File: src/rtl/shift_seq_pkg.sv
// Shared constants for the multi-cycle shift/rotate unit: FSM state
// encodings and the {LA,LR} mode encodings.
package shift_seq_pkg;

    localparam logic [1:0] ST_IDLE  = 2'd0;
    localparam logic [1:0] ST_SHIFT = 2'd1;
    localparam logic [1:0] ST_FIN   = 2'd2;

    // {LA,LR}: LA selects rotate, LR selects right.
    localparam logic [1:0] MODE_ROR = 2'b11;
    localparam logic [1:0] MODE_ROL = 2'b10;
    localparam logic [1:0] MODE_SHR = 2'b01;
    localparam logic [1:0] MODE_SHL = 2'b00;

    typedef struct packed {
        logic la;
        logic lr;
    } mode_t;

endpackage

File: src/rtl/shift_step.sv
// Combinational single-bit shift/rotate step; the carry is the bit that
// leaves the word on this step.
import shift_seq_pkg::*;

module shift_step (
    input  logic [7:0] y,
    input  logic       la,
    input  logic       lr,
    output logic [7:0] y_next,
    output logic       c_next
);

    always_comb begin
        y_next = y;
        c_next = 1'b0;
        case ({la, lr})
            MODE_ROR: begin
                y_next = {y[0], y[7:1]};
                c_next = y[0];
            end
            MODE_ROL: begin
                y_next = {y[6:0], y[7]};
                c_next = y[7];
            end
            MODE_SHR: begin
                y_next = {1'b0, y[7:1]};
                c_next = y[0];
            end
            default: begin
                y_next = {y[6:0], 1'b0};
                c_next = y[7];
            end
        endcase
    end

endmodule

File: src/rtl/shift_seq.sv
// Multi-cycle shift/rotate unit: one bit position per clock, driven through
// a START/BUSY/DONE handshake.
import shift_seq_pkg::*;

module shift_seq (
    input  logic       CLK,
    input  logic       RESETN,
    input  logic [7:0] A,
    input  logic [2:0] CNT,
    input  logic       LA,
    input  logic       LR,
    input  logic       START,
    output logic [7:0] Y,
    output logic       C,
    output logic       BUSY,
    output logic       DONE,
    output logic [1:0] state
);

    // Handshake: START is taken only on an edge where BUSY=0; operands and
    // mode are latched then. DONE pulses for one cycle when Y/C are final.
    logic [2:0] rem;
    mode_t      mode;
    logic [7:0] y_step;
    logic       c_step;

    shift_step u_step (
        .y      (Y),
        .la     (mode.la),
        .lr     (mode.lr),
        .y_next (y_step),
        .c_next (c_step)
    );

    always_ff @(posedge CLK or negedge RESETN) begin
        if (!RESETN) begin
            state <= ST_IDLE;
            Y     <= 8'h00;
            C     <= 1'b0;
            rem   <= 3'd0;
            mode  <= '0;
        end else begin
            case (state)
                ST_IDLE: begin
                    if (START) begin
                        Y       <= A;
                        C       <= 1'b0;
                        rem     <= CNT;
                        mode.la <= LA;
                        mode.lr <= LR;
                        state   <= (CNT == 3'd0) ? ST_FIN : ST_SHIFT;
                    end
                end
                ST_SHIFT: begin
                    Y   <= y_step;
                    C   <= c_step;
                    rem <= rem - 3'd1;
                    if (rem == 3'd1) begin
                        state <= ST_FIN;
                    end
                end
                ST_FIN: begin
                    state <= ST_IDLE;
                end
                default: begin
                    state <= ST_IDLE;
                end
            endcase
        end
    end

    assign BUSY = (state != ST_IDLE);
    assign DONE = (state == ST_FIN);

endmodule

File: config.mk
export PLATFORM = sky130hd
export DESIGN_NAME = shift_seq
export DESIGN_NICKNAME = d
export VERILOG_FILES = /design/src/rtl/shift_seq_pkg.sv /design/src/rtl/shift_step.sv /design/src/rtl/shift_seq.sv
export SDC_FILE = /design/constraint.sdc
export NUM_CORES = 1
export LEC_CHECK = 0
export ABC_AREA = 1
export CORE_MARGIN = 5
export CORE_UTILIZATION = 35
export DETAILED_ROUTE_END_ITERATION = 8
export DONT_BUFFER_PORTS = 1
export HOLD_SLACK_MARGIN = 0.15
export PLACE_DENSITY = 0.59
export SYNTH_ARGS = -nofsm -noshare
export SYNTH_HDL_FRONTEND = slang
export SYNTH_SLANG_ARGS = --single-unit
File: constraint.sdc
create_clock -name CLK -period 1.1 [get_ports CLK]
set_input_delay 0.275 -clock CLK [delete_from_list [all_inputs] [get_ports CLK]]
set_output_delay 0.275 -clock CLK [all_outputs]
set_load 0.005 [all_outputs]
==> run summary, run 1 <==
In this design, the stage delay of the slowest critical-path cell is roughly 0.47 ns. Across the VDD grid, the largest voltage drop is 0.001579 V. The layout overhead on the synthesized area came out at 35.39%. The number of filler instances in the final layout is 268. The flow ran to the end, but the final reports show violations. The detail-routed via count per cell is 5.178. The largest total area in the synthesized netlist belongs to sky130_fd_sc_hd__dfrtp_1. For this block, the routed nets add up to 2666 microns of wire. The area enclosed by the die boundary is 3932 sq um. Broken down by cell family, the worst path's largest delay share belongs to flip-flops. The count of nets left with antenna violations once routing finished came out at 0. The count of H-tree levels built during CTS came out at 1. The part of the Yosys area used for sequential elements is 41.18%.

Among the stages of the critical path, the cell type that occurs most often is sky130_fd_sc_hd__buf_6. Synthesis inferred 16 register bits. The endpoint arrival time on the critical path is 1.00 ns.

The worst-margin pin slew came out at approximately 0.75 ns. The share of layout cells above drive strength 1 came out at 33.56%. The global-route wire length before repair is 4229 microns. Counting both buffers and inverters, the worst setup path holds a total of 2. The netlist uses 20 different library cells.

After layout, the worst path uses 115.9% of the clock period. The final number of max-transition violations is 0. The tree is rooted in a sky130_fd_sc_hd__clkbuf_4. In this run the standard cell core region covers between 2000 and 3000 sq um.

Adding up every negative setup slack in the final design gives -1.980 ns. Setup repair after global routing could not meet its margin everywhere. Dividing the synthesized area by the synthesized cell count gives 7.655 sq um. Entering global routing, the biggest net connects 17 pins. STA classifies the critical path endpoint as a primary output. Among all stages on the critical path, the largest delay is contributed by sky130_fd_sc_hd__dfrtp_2. At the later pin of the worst-skew pair, clock insertion delay measures 0.29 ns. In the layout the commonest cells are sky130_fd_sc_hd__nand2_1 (42), sky130_fd_sc_hd__dfrtp_1 (14), sky130_fd_sc_hd__inv_1 (11), sky130_fd_sc_hd__nor2_1 (9). The number of antenna violations at the first check in global routing is 0. The total standard cell area after synthesis came out at just under 1000 sq um. The top cell type by area accounts for roughly 41% of the synthesized area.

The detail-routed net length per standard cell is 14.81 microns. The first detailed-routing pass took 4 iterations. The count of synthesis-stage warnings from yosys came out at 0. The leakage component of the power is 0.6402 nW. The congestion estimate from routability-driven global placement came to 0.8560. The critical path is of the flip-flop to primary output type. TritonCTS built the clock tree.

For the finished layout, the period the worst path requires is 1.275 ns. Setup violations remaining at the end of the flow were counted as 18. The maximum clock skew at final layout is 0.008147 ns. The post-synth net total is between 100 and 150. By area the synthesized netlist is led by sky130_fd_sc_hd__dfrtp_1 (41%), sky130_fd_sc_hd__nand2_1 (17%), sky130_fd_sc_hd__a21oi_2 (5.4%), sky130_fd_sc_hd__inv_1 (4.2%), sky130_fd_sc_hd__nor2_1 (4.2%). The synthesized netlist cell count came out at roughly 130.

The final reports fail on setup timing. The die is approximately 63 microns wide. The worst setup path is launched from a flip-flop.

The main flop type after synthesis is sky130_fd_sc_hd__dfrtp_1. The initial utilization of the core area, before any placement, comes to 35.87%. The total overflow left after global routing is 0. The least setup slack across all paths after layout came out at -0.1751 ns.

After the first detailed-routing iteration, the DRC count stood at 35. In this run the core area contains 19 standard-cell rows. The total number of vias came out at 932. The antenna diode count came out at 0.

Counting flops with an async set or reset pin after synthesis yields a share of 100.0%. Clock-pin slew was measured on the worst setup and hold paths at 0.11 ns. The DRC violation count after routing is 0. In the global route stage, overall resource usage came out at 13.31%. The library cell used most frequently in the layout, excluding fill and tap cells, is sky130_fd_sc_hd__nand2_1. STA puts the critical path data required time at 0.82 ns. The count of final hold-check violations is 0.

The max-cap violation count came out at 0. The worst-case clock buffer depth came out at 2. CTS saw 16 sinks. The height of the chip is 62.71 microns. Timing would allow up to 784.2 MHz.

The half-perimeter wire length after placement is approximately 1800 microns. The relative slew slack came out at 49.98%. The signal on the critical path passes through buf_6 > buf_6. The number of global-route vias before repair is 962.

The top-level port count is 29. The class of the tightest hold or removal check is input pin to asynchronous set/reset pin. The critical-path maximum fanout came out at 4. Final hold analysis gives a worst-case slack of 0.1002 ns.

The count of flip-flops with a built-in enable after synthesis came out at 0. For this run, the post-layout net count is 168. The number of clock buffers added by TritonCTS is 3. The count of port buffers added during placement is 0.

The power density over cell area is 3193 nW/um^2.
[timing repair]
| action | 4_1_cts | 5_1_grt |
|---|---|---|
| pin swaps | 1 | 9 |
| hold buffers | 3 | 1 |
| setup endpoints to repair | 19 | 20 |
| cloned | 1 | 0 |
| resized for setup | 15 | 17 |
| hold endpoints to repair | 17 | 1 |
| buffers inserted | 6 | 1 |
[synthesized netlist by cell type (3+ instances only)]
library cell and n:
sky130_fd_sc_hd__nor2_1 11, sky130_fd_sc_hd__dfrtp_1 16, sky130_fd_sc_hd__a21oi_2 6, sky130_fd_sc_hd__nand2_4 3, sky130_fd_sc_hd__nand3_1 6, sky130_fd_sc_hd__nand3_2 3, sky130_fd_sc_hd__nand2_1 43, sky130_fd_sc_hd__o21ai_1 7
sky130_fd_sc_hd__o21ai_0 6, sky130_fd_sc_hd__inv_2 3, sky130_fd_sc_hd__inv_1 11
[final timing paths]
| path | end | slack (ns) | start | depth (start not counted) |
|---|---|---|---|---|
| setup / recovery | state[1] | -0.18 | state[1] | 2 |
| hold / removal | mode[1] | 0.10 | RESETN | 1 |
| setup reg to reg | Y[4] | -0.17 | state[1] | 5 |
| hold reg to reg | rem[1] | 0.51 | rem[1] | 2 |
| max in group asynchronous | state[0] | 0.49 | RESETN | 1 |
| min in group CLK | state[0] | 0.14 | CNT[2] | 2 |
[per-stage QoR]
stage	setup WS [ns]	utilization (%)	std cells	cell area, sq um	total power [mW]
after global placement	-0.002512	39.15	164	1061	3.095
after global routing	-0.2214	48.57	180	1316	4.542
after CTS	-0.1631	45.89	178	1244	3.950
after floorplan	0.04834	-	127	972.2	2.593
after detailed placement	-0.06081	39.15	164	1061	3.147
final	-0.1751	48.57	180	1316	4.203
[cells by family (layout without fill, tap and decap cells)]
| logic type | count (synthesis) | count (layout) | synth area share, % |
|---|---|---|---|
| simple gates | 70 | 71 | 33.46 |
| fa+ha+maj | 2 | 2 | 2.574 |
| compound gates | 20 | 20 | 12.61 |
| flops | 16 | 16 | 41.18 |
| xor+xnor | 1 | 1 | 0.9011 |
| buf+inv | 18 | 39 | 9.266 |
[power breakdown]
group	internal, mW	switching (mW)
registers	0.893	0.342
clock network	0.202	0.207
logic	1.17	1.39
total	2.26	1.94
[routing by layer]
layer / track usage [%] / vias up / part of all wire [%]
met5: 0 / - / 0
met4: 3.183 / 0 / 1.4
met3: 5.396 / 4 / 6.4
met2: 23.58 / 25 / 51
met1: 14.70 / 458 / 41
li1: - / 445 / -
[flip-flops by register name (all words and copies together) (netlist names)]
signal / flops
C: 1
Y: 8
mode: 2
rem: 3
state: 2
[final cells by class]
| class | instances | area, sq um | area share [%] |
|---|---|---|---|
| Multi-Input combinational cell | 94 | 565.5 | 42.97 |
| Sequential cell | 16 | 402.9 | 30.61 |
| Timing Repair Buffer | 21 | 212.7 | 16.16 |
| Inverter | 14 | 60.06 | 4.563 |
| Tap cell | 31 | 38.79 | 2.947 |
| Clock buffer | 4 | 36.28 | 2.757 |
No activity file was read; power rests on OpenSTA's default activity.
==> run 2, diff against run 1 <==
CORE_ASPECT_RATIO = 1.2   (was not set)
CORE_UTILIZATION = 45   (was 35)
PLACE_DENSITY = 0.7   (was 0.59)
==> run summary, run 2 (same netlist as run 1, synthesis figures left out) <==
The placement-stage worst setup slack is -0.06138 ns (was -0.06081 ns). The relative slew slack is 51.10% (was 49.98%). The worst-case clock buffer depth is 2 (unchanged). The net switching power of the design came out at 2.294 mW (was 1.942 mW).

The detail-routed net length per standard cell is 17.13 microns (was 14.81 microns). Unrepaired setup endpoints after global routing: true (unchanged). The least setup slack across all paths after layout was -0.1610 ns (was -0.1751 ns). The layout overhead on the synthesized area came to 46.46% (was 35.39%).

The final standard cell utilization of the core was 68.72% (was 48.57%). The count of non-filler cells in the finished layout is 180 (unchanged). The overall power of the completed layout is 4.685 mW (was 4.203 mW). The net switching share of the total power is 48.95% (was 46.22%). The number of placement rows came out at 18 (was 19). The internal cell power came to 2.392 mW (was 2.260 mW). The clock-pin slew on the worst setup and hold paths is 0.10 ns (was 0.11 ns). Violated checks: setup timing (unchanged). The leakage component of the power came out at 0.6780 nW (was 0.6402 nW). The placer's final routability congestion estimate is 0.8000 (was 0.8560). The pin count of the biggest net entering global routing came out at 17 (unchanged). The maximum vdd drop is 0.002166 V (was 0.001579 V).

The insertion delay of the later-clocked pin in the worst-skew pair came out at 0.29 ns (about the same). The half-perimeter wire length after placement came out at 1722 microns (was 1819 microns). The worst-margin pin slew is 0.7335 ns (was 0.7502 ns). Run status: finished, violations left (unchanged). The number of global-route vias before repair came out at 991 (was 962). The clock network fraction of design power is 6.8% (was 9.7%). The first-iteration detailed-routing DRC count came to 41 (was 35). The count of port buffers added during placement was 0 (unchanged).

The count of H-tree levels built during CTS is 1 (unchanged). The summed area of non-filler cells in the final layout came out at 1424 sq um (was 1316 sq um). The uppermost layer routed is met4 (unchanged). The sequential cell fraction of total power is 27.6% (was 29.4%). The worst flop-to-flop path endpoint is rem[1] (was Y[4]). The TritonCTS clock tree is yes (unchanged).

The share of layout cells above drive strength 1 is 45.33% (was 33.56%). The worst reg-to-reg setup slack is -0.14 ns (was -0.17 ns). The DRC violation count after routing is 0 (unchanged). The antenna violation net count after detailed routing was 0 (unchanged). The number of failing setup endpoints in the final timing report came out at 17 (was 18).

The flip-flop count of the largest register after layout came out at 8 (unchanged). The final number of max-transition violations came out at 0 (unchanged). The class of the most critical setup path is flip-flop to primary output (unchanged).

The total number of vias is 974 (was 932). The worst hold margin came to 0.09729 ns (was 0.1002 ns). The width of the die is 52.43 microns (was 62.71 microns). The critical-path maximum fanout is 4 (unchanged). The share of the cycle needed by the critical path after routing was 114.6% (was 115.9%). The depth of the most critical reg-to-reg path came out at 7 (was 5).

The count of final hold-check violations was 0 (unchanged). Largest registers in the final layout: Y (8), rem (3) (unchanged). The number of filler instances in the final layout came out at 157 (was 268). The launching point of the worst reg2reg path is state[0] (was state[1]). The number of nets in the final layout came to 170 (was 168). The antenna diode count is 0 (unchanged). The cell area after placement came to 1040 sq um (was 1061 sq um).

The area enclosed by the die boundary came out at 3194 sq um (was 3932 sq um). The met3 wire length came out at 237 microns (was 170 microns). The total placed cells including tap cells is 162 (was 164).

The detail-routed via count per cell is 5.411 (was 5.178). The cell at the root of the clock tree was sky130_fd_sc_hd__clkbuf_4 (unchanged). The commonest non-fill, non-tap cell in the layout is sky130_fd_sc_hd__nand2_1 (unchanged).

The setup TNS came out at -1.790 ns (was -1.980 ns). The fmax came out at 793.0 MHz (was 784.2 MHz). The element type at the critical path end is a primary output (unchanged). The total core area is 2072 sq um (was 2710 sq um).

The maximum clock skew at final layout came out at 0.01017 ns (was 0.008147 ns). The total clock buffers created by CTS came out at 3 (unchanged). The endpoint arrival time on the critical path came out at 0.99 ns (was 1.00 ns). The number of antenna violations at the first check in global routing is 0 (unchanged). The global-route wire length before repair is 4581 microns (was 4229 microns). The class of the tightest hold or removal check is input pin to asynchronous set/reset pin (unchanged). The final routed wirelength across all metal layers came out at 3084 microns (was 2666 microns).

The startpoint kind of the worst setup timing path is a flip-flop (unchanged). The combined global-route utilization of all metal layers came out at 19.57% (was 13.31%). The max-cap violation count is 0 (unchanged). The initial cell density of the core is 46.92% (was 35.87%). The final global-route overflow total came to 0 (unchanged).

The top register by number of flip-flops is Y (unchanged). The combinational fraction of design power is 65.7% (was 60.9%). The number of detailed-routing iterations run before antenna repair is 6 (was 4).

Most used cells in the layout excluding fill and tap cells: sky130_fd_sc_hd__nand2_1 (29), sky130_fd_sc_hd__dfrtp_1 (13), sky130_fd_sc_hd__nand2_2 (12), sky130_fd_sc_hd__inv_1 (11), sky130_fd_sc_hd__buf_6 (11) (was sky130_fd_sc_hd__nand2_1 (42), sky130_fd_sc_hd__dfrtp_1 (14), sky130_fd_sc_hd__inv_1 (11), sky130_fd_sc_hd__nor2_1 (9)). The power density over cell area is 3290 nW/um^2 (was 3193 nW/um^2). The clock period minus worst slack was 1.261 ns (was 1.275 ns). The height of the chip came out at 60.92 microns (was 62.71 microns).

The top-level port count is 29 (unchanged). The data required time at the worst endpoint is 0.82 ns (about the same). The number of sinks on the clock net is 16 (unchanged). The met1 wire length came to 1207 microns (was 1087 microns). The met2 wire length came to 1531 microns (was 1369 microns).
## run 2: cell types whose count changed in the layout (fill, tap and decap cells not counted), sizes merged
cell,previous run,this run
buf,17,18
nand2,48,49
clkbuf,4,3
## run 2: metal layers
layer	vias up	global-route usage [%]
met2	44	34.57
met4	0	8.759
met5	-	0
met3	13	3.686
met1	467	22.83
li1	450	-
## run 2: repair_timing
| item | in CTS | in global routing |
|---|---|---|
| hold buffers | 3 | 1 |
| gates cloned | 2 | 0 |
| pin swaps | 11 | 10 |
| setup endpoints to repair | 17 | 34 |
| endpoints found under the hold margin | 17 | 1 |
| gates resized for setup | 30 | 30 |
| setup buffers | 8 | 2 |
## run 2: power groups by stage
stage	Combinational, mW	Clock, mW	Sequential [mW]
after floorplan	1.44	0	1.16
after global placement	1.75	0	1.24
after detailed placement	1.80	0	1.24
after CTS	2.57	0.307	1.22
after global routing	3.34	0.343	1.33
final	3.08	0.317	1.29
## run 2: worst max-delay path by stage
stage | startpoint | slack, ns | end | cells past startpoint
global route | state[0] | -0.20 | BUSY | 2
floorplan | state[1] | 0.05 | rem[2] | 6
finish | state[1] | -0.16 | state[1] | 2
global placement | state[0] | -0.03 | Y[2] | 5
detailed placement | state[1] | -0.06 | rem[2] | 6
CTS | state[1] | -0.14 | state[1] | 2
## run 2: area by class of cell
class	instances	area, sq um	share of cell area [%]
clock buffer	3	22.52	1.582
inverter	14	62.56	4.394
multi-input combinational	95	653.1	45.87
sequential	16	404.1	28.38
tap	30	37.54	2.636
timing repair buffer	22	244.0	17.14
## run 2: worst max-delay path, cell delays in order (launching register included)
cell	delay, ns
sky130_fd_sc_hd__dfrtp_2	0.45
sky130_fd_sc_hd__buf_4	0.14
sky130_fd_sc_hd__buf_6	0.10
